[src/rtl/wb_hazard_sched_if.sv]
// ID-stage hazard bus: decode fields, redirect/freeze controls going in,
// stall/hazard flags and performance counters coming back.
interface wb_hazard_sched_if #(
   parameter int CNT_W = 16
);
   logic             id_valid;
   logic [2:0]       id_rs;
   logic             id_rs_used;
   logic [2:0]       id_rt;
   logic             id_rt_used;
   logic [2:0]       id_wreg;
   logic             id_reg_en;
   logic             id_mem_en;
   logic             id_mem_wr;
   logic             flush;
   logic             mem_stall;
   logic             id_stall;
   logic             hz_rs;
   logic             hz_rt;
   logic             pipe_freeze;
   logic [CNT_W-1:0] stall_cnt;
   logic [CNT_W-1:0] lduse_cnt;

   modport master (
      output id_valid, id_rs, id_rs_used, id_rt, id_rt_used, id_wreg,
             id_reg_en, id_mem_en, id_mem_wr, flush, mem_stall,
      input  id_stall, hz_rs, hz_rt, pipe_freeze, stall_cnt, lduse_cnt
   );

   modport slave (
      input  id_valid, id_rs, id_rs_used, id_rt, id_rt_used, id_wreg,
             id_reg_en, id_mem_en, id_mem_wr, flush, mem_stall,
      output id_stall, hz_rs, hz_rt, pipe_freeze, stall_cnt, lduse_cnt
   );
endinterface

[src/rtl/wb_hazard_sched.sv]
// Register-hazard scheduler: a 3-entry scoreboard (EX, MEM, WB) of pending
// register writes. An ID source matching a checked pending write stalls
// ID/IF and bubbles EX; there is no forwarding.
module wb_hazard_sched #(
   parameter bit WB_BYPASS = 1'b1,
   parameter int CNT_W     = 16
) (
   input logic              clk,
   input logic              rst_n,
   wb_hazard_sched_if.slave bus
);
   typedef struct packed {
      logic       v;
      logic [2:0] dst;
      logic       ld;
   } ent_t;

   // Index 0 = EX, 1 = MEM, 2 = WB. A write-through register file makes the
   // WB entry harmless, so it drops out of the compare set.
   localparam logic [2:0]       CHK_MASK = WB_BYPASS ? 3'b011 : 3'b111;
   localparam logic [CNT_W-1:0] CNT_MAX  = {CNT_W{1'b1}};

   ent_t             r_ent [3];
   logic             r_freeze;
   logic [CNT_W-1:0] r_stall_cnt;
   logic [CNT_W-1:0] r_lduse_cnt;

   logic [2:0] w_hit_rs;
   logic [2:0] w_hit_rt;
   logic [2:0] w_match;
   logic       w_hz_rs;
   logic       w_hz_rt;
   logic       w_stall;
   logic       w_issue;
   logic       w_ld_near;
   ent_t       w_new;

   // Compare both ID sources against every checked, valid entry
   always_comb begin
      w_hit_rs = '0;
      w_hit_rt = '0;
      for (int i = 0; i < 3; i++) begin
         w_hit_rs[i] = CHK_MASK[i] & r_ent[i].v & (r_ent[i].dst == bus.id_rs);
         w_hit_rt[i] = CHK_MASK[i] & r_ent[i].v & (r_ent[i].dst == bus.id_rt);
      end
   end

   assign w_hz_rs = bus.id_valid & bus.id_rs_used & (|w_hit_rs);
   assign w_hz_rt = bus.id_valid & bus.id_rt_used & (|w_hit_rt);
   // A wrong-path ID must neither stall nor enter the pipe.
   assign w_stall = (w_hz_rs | w_hz_rt) & ~bus.flush;
   assign w_issue = bus.id_valid & ~w_stall & ~bus.flush;
   assign w_match = ({3{bus.id_rs_used}} & w_hit_rs) |
                    ({3{bus.id_rt_used}} & w_hit_rt);

   // Load attribution follows the youngest matching producer
   always_comb begin
      w_ld_near = 1'b0;
      if (w_match[0])      w_ld_near = r_ent[0].ld;
      else if (w_match[1]) w_ld_near = r_ent[1].ld;
      else if (w_match[2]) w_ld_near = r_ent[2].ld;
   end

   // Scoreboard entry built from the ID decode fields
   always_comb begin
      w_new.v   = bus.id_reg_en;
      w_new.dst = bus.id_wreg;
      w_new.ld  = bus.id_mem_en & ~bus.id_mem_wr;
   end

   // Shift the scoreboard one stage unless memory freezes the pipe
   always_ff @(posedge clk or negedge rst_n) begin
      if (!rst_n) begin
         for (int i = 0; i < 3; i++) r_ent[i] <= '0;
      end else if (!bus.mem_stall) begin
         r_ent[2] <= r_ent[1];
         r_ent[1] <= r_ent[0];
         r_ent[0] <= w_issue ? w_new : '0;
      end
   end

   // Saturating stall / load-use counters, frozen with the pipe
   always_ff @(posedge clk or negedge rst_n) begin
      if (!rst_n) begin
         r_stall_cnt <= '0;
         r_lduse_cnt <= '0;
      end else if (w_stall && !bus.mem_stall) begin
         if (r_stall_cnt != CNT_MAX) r_stall_cnt <= r_stall_cnt + 1'b1;
         if (w_ld_near && r_lduse_cnt != CNT_MAX) r_lduse_cnt <= r_lduse_cnt + 1'b1;
      end
   end

   // Registered freeze for the debug tap
   always_ff @(posedge clk or negedge rst_n) begin
      if (!rst_n) r_freeze <= 1'b0;
      else        r_freeze <= bus.mem_stall;
   end

   assign bus.id_stall    = w_stall;
   assign bus.hz_rs       = w_hz_rs;
   assign bus.hz_rt       = w_hz_rt;
   assign bus.pipe_freeze = r_freeze;
   assign bus.stall_cnt   = r_stall_cnt;
   assign bus.lduse_cnt   = r_lduse_cnt;
endmodule

[src/flat_wrapper.sv]
// flat-port wrapper written by rule: the top's interface ports become plain ports
module wb_hazard_sched_flat 
#(
   parameter bit WB_BYPASS = 1'b1,
   parameter int CNT_W     = 16
)
  (clk, rst_n, bus_id_valid, bus_id_rs, bus_id_rs_used, bus_id_rt, bus_id_rt_used, bus_id_wreg, bus_id_reg_en, bus_id_mem_en, bus_id_mem_wr, bus_flush, bus_mem_stall, bus_id_stall, bus_hz_rs, bus_hz_rt, bus_pipe_freeze, bus_stall_cnt, bus_lduse_cnt);
  wb_hazard_sched_if #(.CNT_W(CNT_W)) bus_i ();
  input logic clk;
  input logic rst_n;
  input wire logic [$bits(bus_i.id_valid)-1:0] bus_id_valid;
  input wire logic [$bits(bus_i.id_rs)-1:0] bus_id_rs;
  input wire logic [$bits(bus_i.id_rs_used)-1:0] bus_id_rs_used;
  input wire logic [$bits(bus_i.id_rt)-1:0] bus_id_rt;
  input wire logic [$bits(bus_i.id_rt_used)-1:0] bus_id_rt_used;
  input wire logic [$bits(bus_i.id_wreg)-1:0] bus_id_wreg;
  input wire logic [$bits(bus_i.id_reg_en)-1:0] bus_id_reg_en;
  input wire logic [$bits(bus_i.id_mem_en)-1:0] bus_id_mem_en;
  input wire logic [$bits(bus_i.id_mem_wr)-1:0] bus_id_mem_wr;
  input wire logic [$bits(bus_i.flush)-1:0] bus_flush;
  input wire logic [$bits(bus_i.mem_stall)-1:0] bus_mem_stall;
  output wire logic [$bits(bus_i.id_stall)-1:0] bus_id_stall;
  output wire logic [$bits(bus_i.hz_rs)-1:0] bus_hz_rs;
  output wire logic [$bits(bus_i.hz_rt)-1:0] bus_hz_rt;
  output wire logic [$bits(bus_i.pipe_freeze)-1:0] bus_pipe_freeze;
  output wire logic [$bits(bus_i.stall_cnt)-1:0] bus_stall_cnt;
  output wire logic [$bits(bus_i.lduse_cnt)-1:0] bus_lduse_cnt;
  assign bus_i.id_valid = bus_id_valid;
  assign bus_i.id_rs = bus_id_rs;
  assign bus_i.id_rs_used = bus_id_rs_used;
  assign bus_i.id_rt = bus_id_rt;
  assign bus_i.id_rt_used = bus_id_rt_used;
  assign bus_i.id_wreg = bus_id_wreg;
  assign bus_i.id_reg_en = bus_id_reg_en;
  assign bus_i.id_mem_en = bus_id_mem_en;
  assign bus_i.id_mem_wr = bus_id_mem_wr;
  assign bus_i.flush = bus_flush;
  assign bus_i.mem_stall = bus_mem_stall;
  assign bus_id_stall = bus_i.id_stall;
  assign bus_hz_rs = bus_i.hz_rs;
  assign bus_hz_rt = bus_i.hz_rt;
  assign bus_pipe_freeze = bus_i.pipe_freeze;
  assign bus_stall_cnt = bus_i.stall_cnt;
  assign bus_lduse_cnt = bus_i.lduse_cnt;
  wb_hazard_sched #(.WB_BYPASS(WB_BYPASS), .CNT_W(CNT_W)) u_core (.clk(clk), .rst_n(rst_n), .bus(bus_i));
endmodule
[config.mk]
export PLATFORM = sky130hd
export DESIGN_NAME = wb_hazard_sched_flat
export DESIGN_NICKNAME = d
export VERILOG_FILES = /design/src/rtl/wb_hazard_sched_if.sv /design/src/rtl/wb_hazard_sched.sv /design/src/flat_wrapper.sv
export SDC_FILE = /design/constraint.sdc
export NUM_CORES = 1
export LEC_CHECK = 0
export BUFFER_PORTS_ARGS = -buffer_cell sky130_fd_sc_hd__buf_2
export CORE_MARGIN = 10
export CORE_UTILIZATION = 58
export DETAILED_ROUTE_END_ITERATION = 12
export PLACE_DENSITY = 0.87
export SYNTH_ARGS = -nofsm -noshare
export SYNTH_HDL_FRONTEND = slang
export SYNTH_SLANG_ARGS = --single-unit
[constraint.sdc]
create_clock -name clk -period 3.15 [get_ports clk]
set_input_delay 0.1575 -clock clk [delete_from_list [all_inputs] [get_ports clk]]
set_output_delay 0.1575 -clock clk [all_outputs]
set_load 0.01 [all_outputs]
# Word level (Yosys, flattened, before mapping)
# Cells that the tools add are included.
# classes
add_sub_neg	2
eq_ne	6
muxes	4
bitwise_logic	19
n_reduce_logical	7
# op_table
cell	n
$add A16 B1 Y16 const B	2
$ne A16 B16 Y1 const B	2
$and A1 B1 Y1	12
$eq A3 B3 Y1	4
$and A3 B2 Y3	2
$mux W5	1
$reduce_and A2 Y1	2
$reduce_or A2 Y1	2
$mux W1	3
$not A1 Y1	3
$or A3 B3 Y3	1
$logic_and A1 B1 Y1	2
$logic_not A1 Y1	1
$or A1 B1 Y1	1
# word_totals
ff_bits	44
inputBits	19
output_inout_bits	36
word_cells	48

# Depth between registers and ports, before layout
# Gate-level depths: netlist of the first run.
# logic_depth
ltp_word	10
ltp_mapped	7
depth_no_buf	7

# Least setup slack after synthesis of the first run
# OpenSTA, ideal clock, no wires.
# synth_path
kind	reg2reg
start	register u_core.r_ent[8] (netlist name)
end	register u_core.r_stall_cnt[1], in the netlist u_core.bus.stall_cnt[1]
setup_ns	0.125
arrival_time_ns	1.856
required_ns	3.025
setup_slack_ns	1.169
path_stages_with_launch	7
path_buffers	0
synth_period_minus_slack_ns	1.981
cell_sequence	dfrtp_1 xnor2_1 nand4_1 a211oi_2 nor2_2 nor3_1 mux2_2
# synth_between
elab_chain_cells	8
elab_cells_between_ends	12
classes_between	eq/ne (2); bitwise (6); reduce/logical (4)
# synth_rtl
element	line_no	text
start: declaration	wb_hazard_sched.sv:23	ent_t r_ent [3];
$eq A3 B3 Y1	wb_hazard_sched.sv:44	w_hit_rt[i] = CHK_MASK[i] & r_ent[i].v & (r_ent[i].dst == bus.id_rt);
$and A1 B1 Y1	wb_hazard_sched.sv:44	
$reduce_or A2 Y1	wb_hazard_sched.sv:49	assign w_hz_rt = bus.id_valid & bus.id_rt_used & (|w_hit_rt);
$and A1 B1 Y1	wb_hazard_sched.sv:49	
net bus_hz_rt	flat_wrapper.sv:24	output wire logic [$bits(bus_i.hz_rt)-1:0] bus_hz_rt;
$or A1 B1 Y1	wb_hazard_sched.sv:51	assign w_stall = (w_hz_rs | w_hz_rt) & ~bus.flush;
$and A1 B1 Y1	wb_hazard_sched.sv:51	
$logic_and A1 B1 Y1	wb_hazard_sched.sv:87	end else if (w_stall && !bus.mem_stall) begin
$reduce_and A2 Y1 (no line)	-	
end signal: assignment	wb_hazard_sched.sv:88	if (r_stall_cnt != CNT_MAX) r_stall_cnt <= r_stall_cnt + 1'b1;
end: declaration	wb_hazard_sched.sv:25	logic [CNT_W-1:0] r_stall_cnt;
# The timed path passes the listed nets, and every way through them passes these cells.
# A chain may end at the register's enable or synchronous reset.

# Worst setup path after layout of the first run
# layout_path
start	register u_core.r_lduse_cnt[3], in the netlist u_core.bus.lduse_cnt[3]
end	register u_core.r_lduse_cnt[12], in the netlist u_core.bus.lduse_cnt[12]
# layout_between
elab_chain_cells	3
elab_cells_between_ends	4
classes_between	add/sub (1); eq/ne (1); reduce/logical (2)
# layout_rtl
element	line_no	text
start: declaration	wb_hazard_sched.sv:26	logic [CNT_W-1:0] r_lduse_cnt;
start signal: assignment	wb_hazard_sched.sv:89	if (w_ld_near && r_lduse_cnt != CNT_MAX) r_lduse_cnt <= r_lduse_cnt + 1'b1;
branches (longest 3 deep; another with $add A16 B1 Y16)	-	
# Several ways; the timed one is not identified.

==> flow_summary.ini, run 1 <==
[outcome]
status = complete, but fails checks
violations = hold timing

[worst_setup_path]
start_kind = flip-flop
slowest_stage = o311ai_4
path_buf_inv = 0
worst-r2r-setup-slack_ns = 0.80
path_cells = and4_1 > nand4_2 > o311ai_4 > or3_1 > nor3_1 > xor2_1
critPathTopFamily = simple AND/OR/NAND/NOR gates
r2r_end = u_core.bus.lduse_cnt[12]
cpPeakStageDelay_ns = 0.79
arrival_ns = 2.51
worstPathMaxFanout = 15
rr_startpoint = u_core.bus.lduse_cnt[3]
timing_worst_setup_path_type = reg2reg
r2r_cells = 6
crit_path_end_kind = flip-flop
crit_required_ns = 3.32

[timing]
setup_slack_ns = 0.8043
timing.hold.ws_ns = -0.01963
fin_crit_sh_pct = 74.47
setup_violations = 0
slew_headroom_pct = 37.51
slew_violations = 0
period_needed_ns = 2.346
finalHoldViolCount = 31
tightestPinTransition_ns = 0.9287
finalSetupTns_ns = 0
fmax_mhz = 426.3
grt_setup_unrepaired = false
finClkSkew_ns = 0.008790

[logic_synthesis]
synth-compound-area-share_pct = 5.263
synth-main-ff-cell = dfrtp_1
syn_inst = 202
syn_area_per_cell_um2 = 11.65
yosys.area.top_type_share_pct = 45.72
yosys.area.top_type = dfrtp_1
syn_nets = 223
synth_edf_count = 0
synthAdderAreaFrac_pct = 1.063
synthArstFlopShare_pct = 100.0
ys_warn_count = 0
synth_mux_area_share_pct = 4.413
syn_area_um2 = 2354
synth.distinct_cells = 41
synth-seq-cells = 43
synthSimpleGateAreaFrac_pct = 25.84
yosysSeqAreaShare_pct = 45.72
synth_xor_area_share_pct = 15.26
synth_top_family_by_area = simple AND/OR/NAND/NOR gates
ys_top_cells_by_area = dfrtp_1 46%, xor2_1 10%, xnor2_1 5.2%, mux2_2 3.8%, nor4_2 3.7%

[pwr]
power_density_nw_per_um2 = 373.5
ir_drop_uv = 259.6
power_w = 0.001026
leakage_nw = 1.443

[floorplan]
core_um2 = 3971
fp.dieW_um = 83.70
io_pins = 55
row_count = 23
die_h_um = 83.70
die-area_um2 = 7006
initial_core_util_pct = 59.26

[clock_network]
cts_hold_buf = 0
clkTransAtPathRegs_ns = 0.08
clk_latency_ns = 0.30
cts.sinks = 43
cts_tree = yes
cts_resized = 0
numCtsBuffers = 5
htreeDepth = 2
clockBufferDepth = 2
clock-root-buffer = clkbuf_8
post-cts-setup-buffer-count = 0

[global_route]
grt_pass1_wl_um = 8618
grtUsageTotal_pct = 14.88
antenna_found_initial = 0
grt_pass1_vias = 1796
grt_overflow_total = 0
grt_max_degree = 44

[place]
gp_congestion = 0.7942
dpl.hpwl_um = 3908
pre_cts_slack_ns = 0.8411
portBuffers = 54
placedCellCount = 302

[finish]
multi_input_area_um2 = 1220
area_growth_pct = 16.69
final.fill_count = 322
fin_nets = 280
instances_no_fill = 309
fin_util_pct = 69.16
regArea_um2 = 1076
drive_above_1_share_pct = 36.29
diodes = 0

[min_path]
hp-class = in2async

[drt]
drt_wl_total_um = 5188
drt_iter0_markers = 92
drt_pass1_iterations = 4
avgViaCountPerCell = 5.793
drt-wirelength-per-cell_um = 16.79
drcViolationCount = 0
via_count = 1790
ant_nets = 0

[job]
drv_cap = 0
==> synth_stat cells (2+ instances only) <==
| cell type | count |
|---|---|
| nor2_1 | 5 |
| a21oi_1 | 3 |
| nor4b_1 | 3 |
| and4_1 | 2 |
| nand3_1 | 10 |
| nor4_4 | 2 |
| xnor2_1 | 14 |
| inv_1 | 4 |
| nand2_1 | 11 |
| nor3_1 | 9 |
| nand4_2 | 2 |
| mux2_2 | 8 |
| nand4_1 | 11 |
| and3_1 | 5 |
| nand4b_1 | 2 |
| nor4_2 | 7 |
| or3_1 | 2 |
| nor2b_1 | 2 |
| nor3_2 | 2 |
| dfrtp_1 | 43 |
| a211oi_2 | 2 |
| xor2_1 | 27 |
| ha_1 | 2 |
| a22o_1 | 4 |
| nor4_1 | 3 |
| buf_6 | 2 |
==> area by class of cell <==
| cell class | instances | share of cell area (%) |
|---|---|---|
| Clock inverter | 1 | 0.1822 |
| Timing Repair Buffer | 56 | 10.39 |
| Tap cell | 50 | 2.278 |
| Multi-Input combinational cell | 149 | 44.42 |
| Sequential cell | 43 | 39.18 |
| Clock buffer | 6 | 3.007 |
| Inverter | 4 | 0.5467 |
==> how the worst max path moves through the flow <==
| stage | endpoint | cells past startpoint | from | slack, ns |
|---|---|---|---|---|
| floorplan | u_core.bus.stall_cnt[1] | 6 | u_core.r_ent[8] | 1.17 |
| global placement | u_core.bus.lduse_cnt[1] | 5 | u_core.bus.lduse_cnt[3] | 0.88 |
| detailed placement | u_core.bus.lduse_cnt[1] | 5 | u_core.bus.lduse_cnt[3] | 0.84 |
| CTS | u_core.bus.lduse_cnt[12] | 6 | u_core.bus.lduse_cnt[3] | 0.82 |
| global route | u_core.bus.lduse_cnt[1] | 5 | u_core.bus.lduse_cnt[4] | 0.65 |
| finish | u_core.bus.lduse_cnt[12] | 6 | u_core.bus.lduse_cnt[3] | 0.80 |
==> per-stage QoR <==
stage,area [um^2],hold WS (ns)
finish,2746,-0.01963
global placement,2659,0.3438
detailed placement,2659,0.3563
global route,2746,0.05836
CTS,2746,0.02147
floorplan,2354,-0.1381
==> logic make-up (layout without fill, tap and decap cells) <==
family | Yosys count | in the layout
adders and majority gates | 2 | 2
buffers and inverters | 10 | 67
DFF | 43 | 43
muxes | 9 | 9
and+or+nand+nor | 85 | 85
xor gates and xnor gates | 41 | 41
AOI/OAI and AO/OA | 12 | 12
==> registers in the layout, indices dropped and copies added, names as in the netlist <==
signal                  count
u_core.bus.lduse_cnt       16
u_core.bus.pipe_freeze      1
u_core.bus.stall_cnt       16
u_core.r_ent               10
==> worst register-to-register path, delay by kind of cell (launching register included) <==
family | cells | cell delay, ns
AO/OA/AOI/OAI | 1 | 0.79
XOR/XNOR | 1 | 0.18
flip-flops | 1 | 0.43
AND/OR/NAND/NOR | 4 | 0.82
==> layout by cell type, fill, tap and decap left out, types with 3 or more instances in the layout <==
cell      synthesis  routed
a21oi_1           3       3
a22o_1            4       4
and3_1            5       5
buf_2             1      54
clkbuf_8          0       6
dfrtp_1          43      43
inv_1             4       4
mux2_2            8       8
nand2_1          11      11
nand3_1          10      10
nand4_1          11      11
nor2_1            5       5
nor3_1            9       9
nor4_1            3       3
nor4_2            7       7
nor4b_1           3       3
xnor2_1          14      14
xor2_1           27      27
==> routing by layer <==
metal  vias to the layer above  global-route usage (%)  part of all wire (%)  wire (um)
met5                         -                       0                     0          0
met4                         0                   6.393                   1.8         95
met3                         8                   6.055                   7.1        366
met2                        53                   24.25                    50       2585
met1                       877                   16.71                    41       2140
li1                        852                       -                     -          -
==> where the power goes <==
part / switching, W / leakage (nW) / internal (W)
sequential: 0.0000145 / 0.594 / 0.000564
combinational: 0.0000517 / 0.802 / 0.0000377
clock: 0.000186 / 0.0470 / 0.000172
(Power assumes the default switching activity.)
==> run 2, diff against run 1 <==
--- a/config.mk
+++ b/config.mk
@@ -7,9 +7,9 @@
 export LEC_CHECK = 0
 export BUFFER_PORTS_ARGS = -buffer_cell sky130_fd_sc_hd__buf_2
 export CORE_MARGIN = 10
-export CORE_UTILIZATION = 58
+export CORE_UTILIZATION = 48
 export DETAILED_ROUTE_END_ITERATION = 12
-export PLACE_DENSITY = 0.87
+export PLACE_DENSITY = 0.77
 export SYNTH_ARGS = -nofsm -noshare
 export SYNTH_HDL_FRONTEND = slang
 export SYNTH_SLANG_ARGS = --single-unit
==> constraint.sdc (replaced) <==
create_clock -name clk -period 2.1 [get_ports clk]
set_input_delay 0.105 -clock clk [delete_from_list [all_inputs] [get_ports clk]]
set_output_delay 0.105 -clock clk [all_outputs]
set_load 0.01 [all_outputs]
==> run 2 against run 1 <==
Compared with the run above:
- the run now ends clean
- clock skew grew 0.0025 ns
- global-route usage is 1.6 points lower
- power is 51% higher
- first-iteration DRC count fell by 36%
- cell area increased by 8.0%
- worst setup slack worse by 0.76 ns
- register-to-register slack worse by 0.72 ns
- critical path depth up 1
- final cell count rose by 11%
- via count rose by 3.1%
- sequential cell count unchanged
- critical path type is now reg2out
==> flow_summary.ini, run 2 (synthesis gave the netlist of run 1 again) <==
[finish]
fin_nets = 297
final.fill_count = 380
fin_util_pct = 62.78
diodes = 0
instances_no_fill = 344
layout_commonest_cell = buf_2
area_growth_pct = 26.00
final_cell_mix = 54 x buf_2, 43 x dfrtp_1, 27 x xor2_1, 17 x buf_4
drive_above_1_share_pct = 43.32

[clock_network]
clk_latency_ns = 0.30
clock-root-buffer = clkbuf_8
cts.sinks = 43
cts_tree = yes
htreeDepth = 2
numCtsBuffers = 5
clockBufferDepth = 2
clkTransAtPathRegs_ns = 0.08

[floorplan]
die-area_um2 = 8104
core_um2 = 4723
die_h_um = 90.02
fp.dieW_um = 90.02
io_pins = 55
initial_core_util_pct = 49.83
row_count = 25

[timing]
period_needed_ns = 2.053
timing.hold.ws_ns = 0.02213
fin_crit_sh_pct = 97.78
finClkSkew_ns = 0.01132
grt_setup_unrepaired = true
slew_headroom_pct = 44.76
fmax_mhz = 487.0
setup_violations = 0
tightestPinTransition_ns = 0.8211
finalHoldViolCount = 0
slew_violations = 0

[global_route]
grt_pass1_wl_um = 9142
grtUsageTotal_pct = 13.25
grt_overflow_total = 0
grt_max_degree = 22
grt_pass1_vias = 1903
antenna_found_initial = 0

[drt]
via_count = 1845
drt_wl_total_um = 5418
drt_iter0_markers = 59
drt_pass1_iterations = 4
drt-wirelength-per-cell_um = 15.75
avgViaCountPerCell = 5.363
ant_nets = 0
drcViolationCount = 0

[place]
placedCellCount = 332
gp_congestion = 0.7980
dpl.hpwl_um = 4161
portBuffers = 54

[min_path]
hold_depth = 2
hp-class = in2reg

[worst_setup_path]
timing_worst_setup_path_type = reg2out
cpPeakStageDelay_ns = 0.43
slowest_stage = dfrtp_1
critPathTopFamily = flip-flops
r2r_cells = 6
cp.depth = 7
path_cells = xnor2_1 > nand4_1 > a211oi_2 > nor2_2 > buf_4 > nor2_1 > buf_2
start_kind = flip-flop
path_buf_inv = 2
crit_path_end_kind = output port
arrival_ns = 1.95
crit_required_ns = 2.00
worstPathMaxFanout = 7

[outcome]
status = completed

[job]
drv_cap = 0

[pwr]
leakage_nw = 1.540
power_density_nw_per_um2 = 523.8
ir_drop_uv = 317.6
## run 2: cell types whose count changed in the layout (fill, tap and decap cells not counted), moves of 2 or more
cell           before  now
nor4_2              7    9
nor4b_1             3    0
nor4b_2             1    3
clkinv_2            1    3
nor4_1              3    1
xnor2_1            14   11
dlygate4sd3_1       0    2
xnor2_2             0    3
buf_4               2   17
## run 2: power by group
part,total [W],switching [W],internal [W]
sequential,0.000866,0.0000191,0.000846
combinational,0.000174,0.0000932,0.0000808
clock,0.000514,0.000286,0.000228
total,0.00155,0.000398,0.00116
## run 2: metal layers
metal	wire (um)	global-route usage, %	up-vias
li1	-	-	882
met3	335	4.655	5
met1	2507	16.04	908
met4	72	3.979	0
met5	0	0	-
met2	2504	21.61	50
## run 2: final timing paths
path                                               from                 endpoint  slack [ns]
worst max register to register         u_core.r_ent[13]  u_core.bus.stall_cnt[1]        0.08
worst min register to register  u_core.bus.lduse_cnt[6]  u_core.bus.lduse_cnt[6]        0.48
min in group asynchronous                         rst_n  u_core.bus.stall_cnt[6]        0.29
max in group asynchronous                         rst_n  u_core.bus.lduse_cnt[1]        1.26
worst max-delay path                   u_core.r_ent[13]             bus_id_stall        0.05
worst min-delay path                     bus_id_wreg[0]         u_core.r_ent[11]        0.02
## run 2: per-stage QoR
stage	power (W)	setup WS (ns)	setup TNS, ns	cell area (um^2)
2_1_floorplan	0.0009583	0.1194	0	2354
3_3_place_gp	0.001037	0.08300	0	2778
3_5_place_dp	0.001043	0.01974	0	2778
4_1_cts	0.001566	0.007050	0	2889
5_1_grt	0.001628	-0.08879	-0.4002	2965
6_report	0.001553	0.04655	0	2965
## run 2: final cells by class
class                           count  area, um^2  area share [%]
Sequential cell                    43        1076           36.29
Timing Repair Buffer               73       417.9           14.09
Inverter                            4       15.01          0.5063
Clock buffer                        5       68.82           2.321
Clock inverter                      3       15.01          0.5063
Multi-Input combinational cell    149        1289           43.46
Tap cell                           67       83.83           2.827
## run 2: what timing repair did
action                     CTS  global route
setup endpoints to repair    1            14
hold buffers                 2             0
hold endpoints to repair    20             0
gates resized for setup      1            10
pin swaps                    0             3
setup buffers                0             2
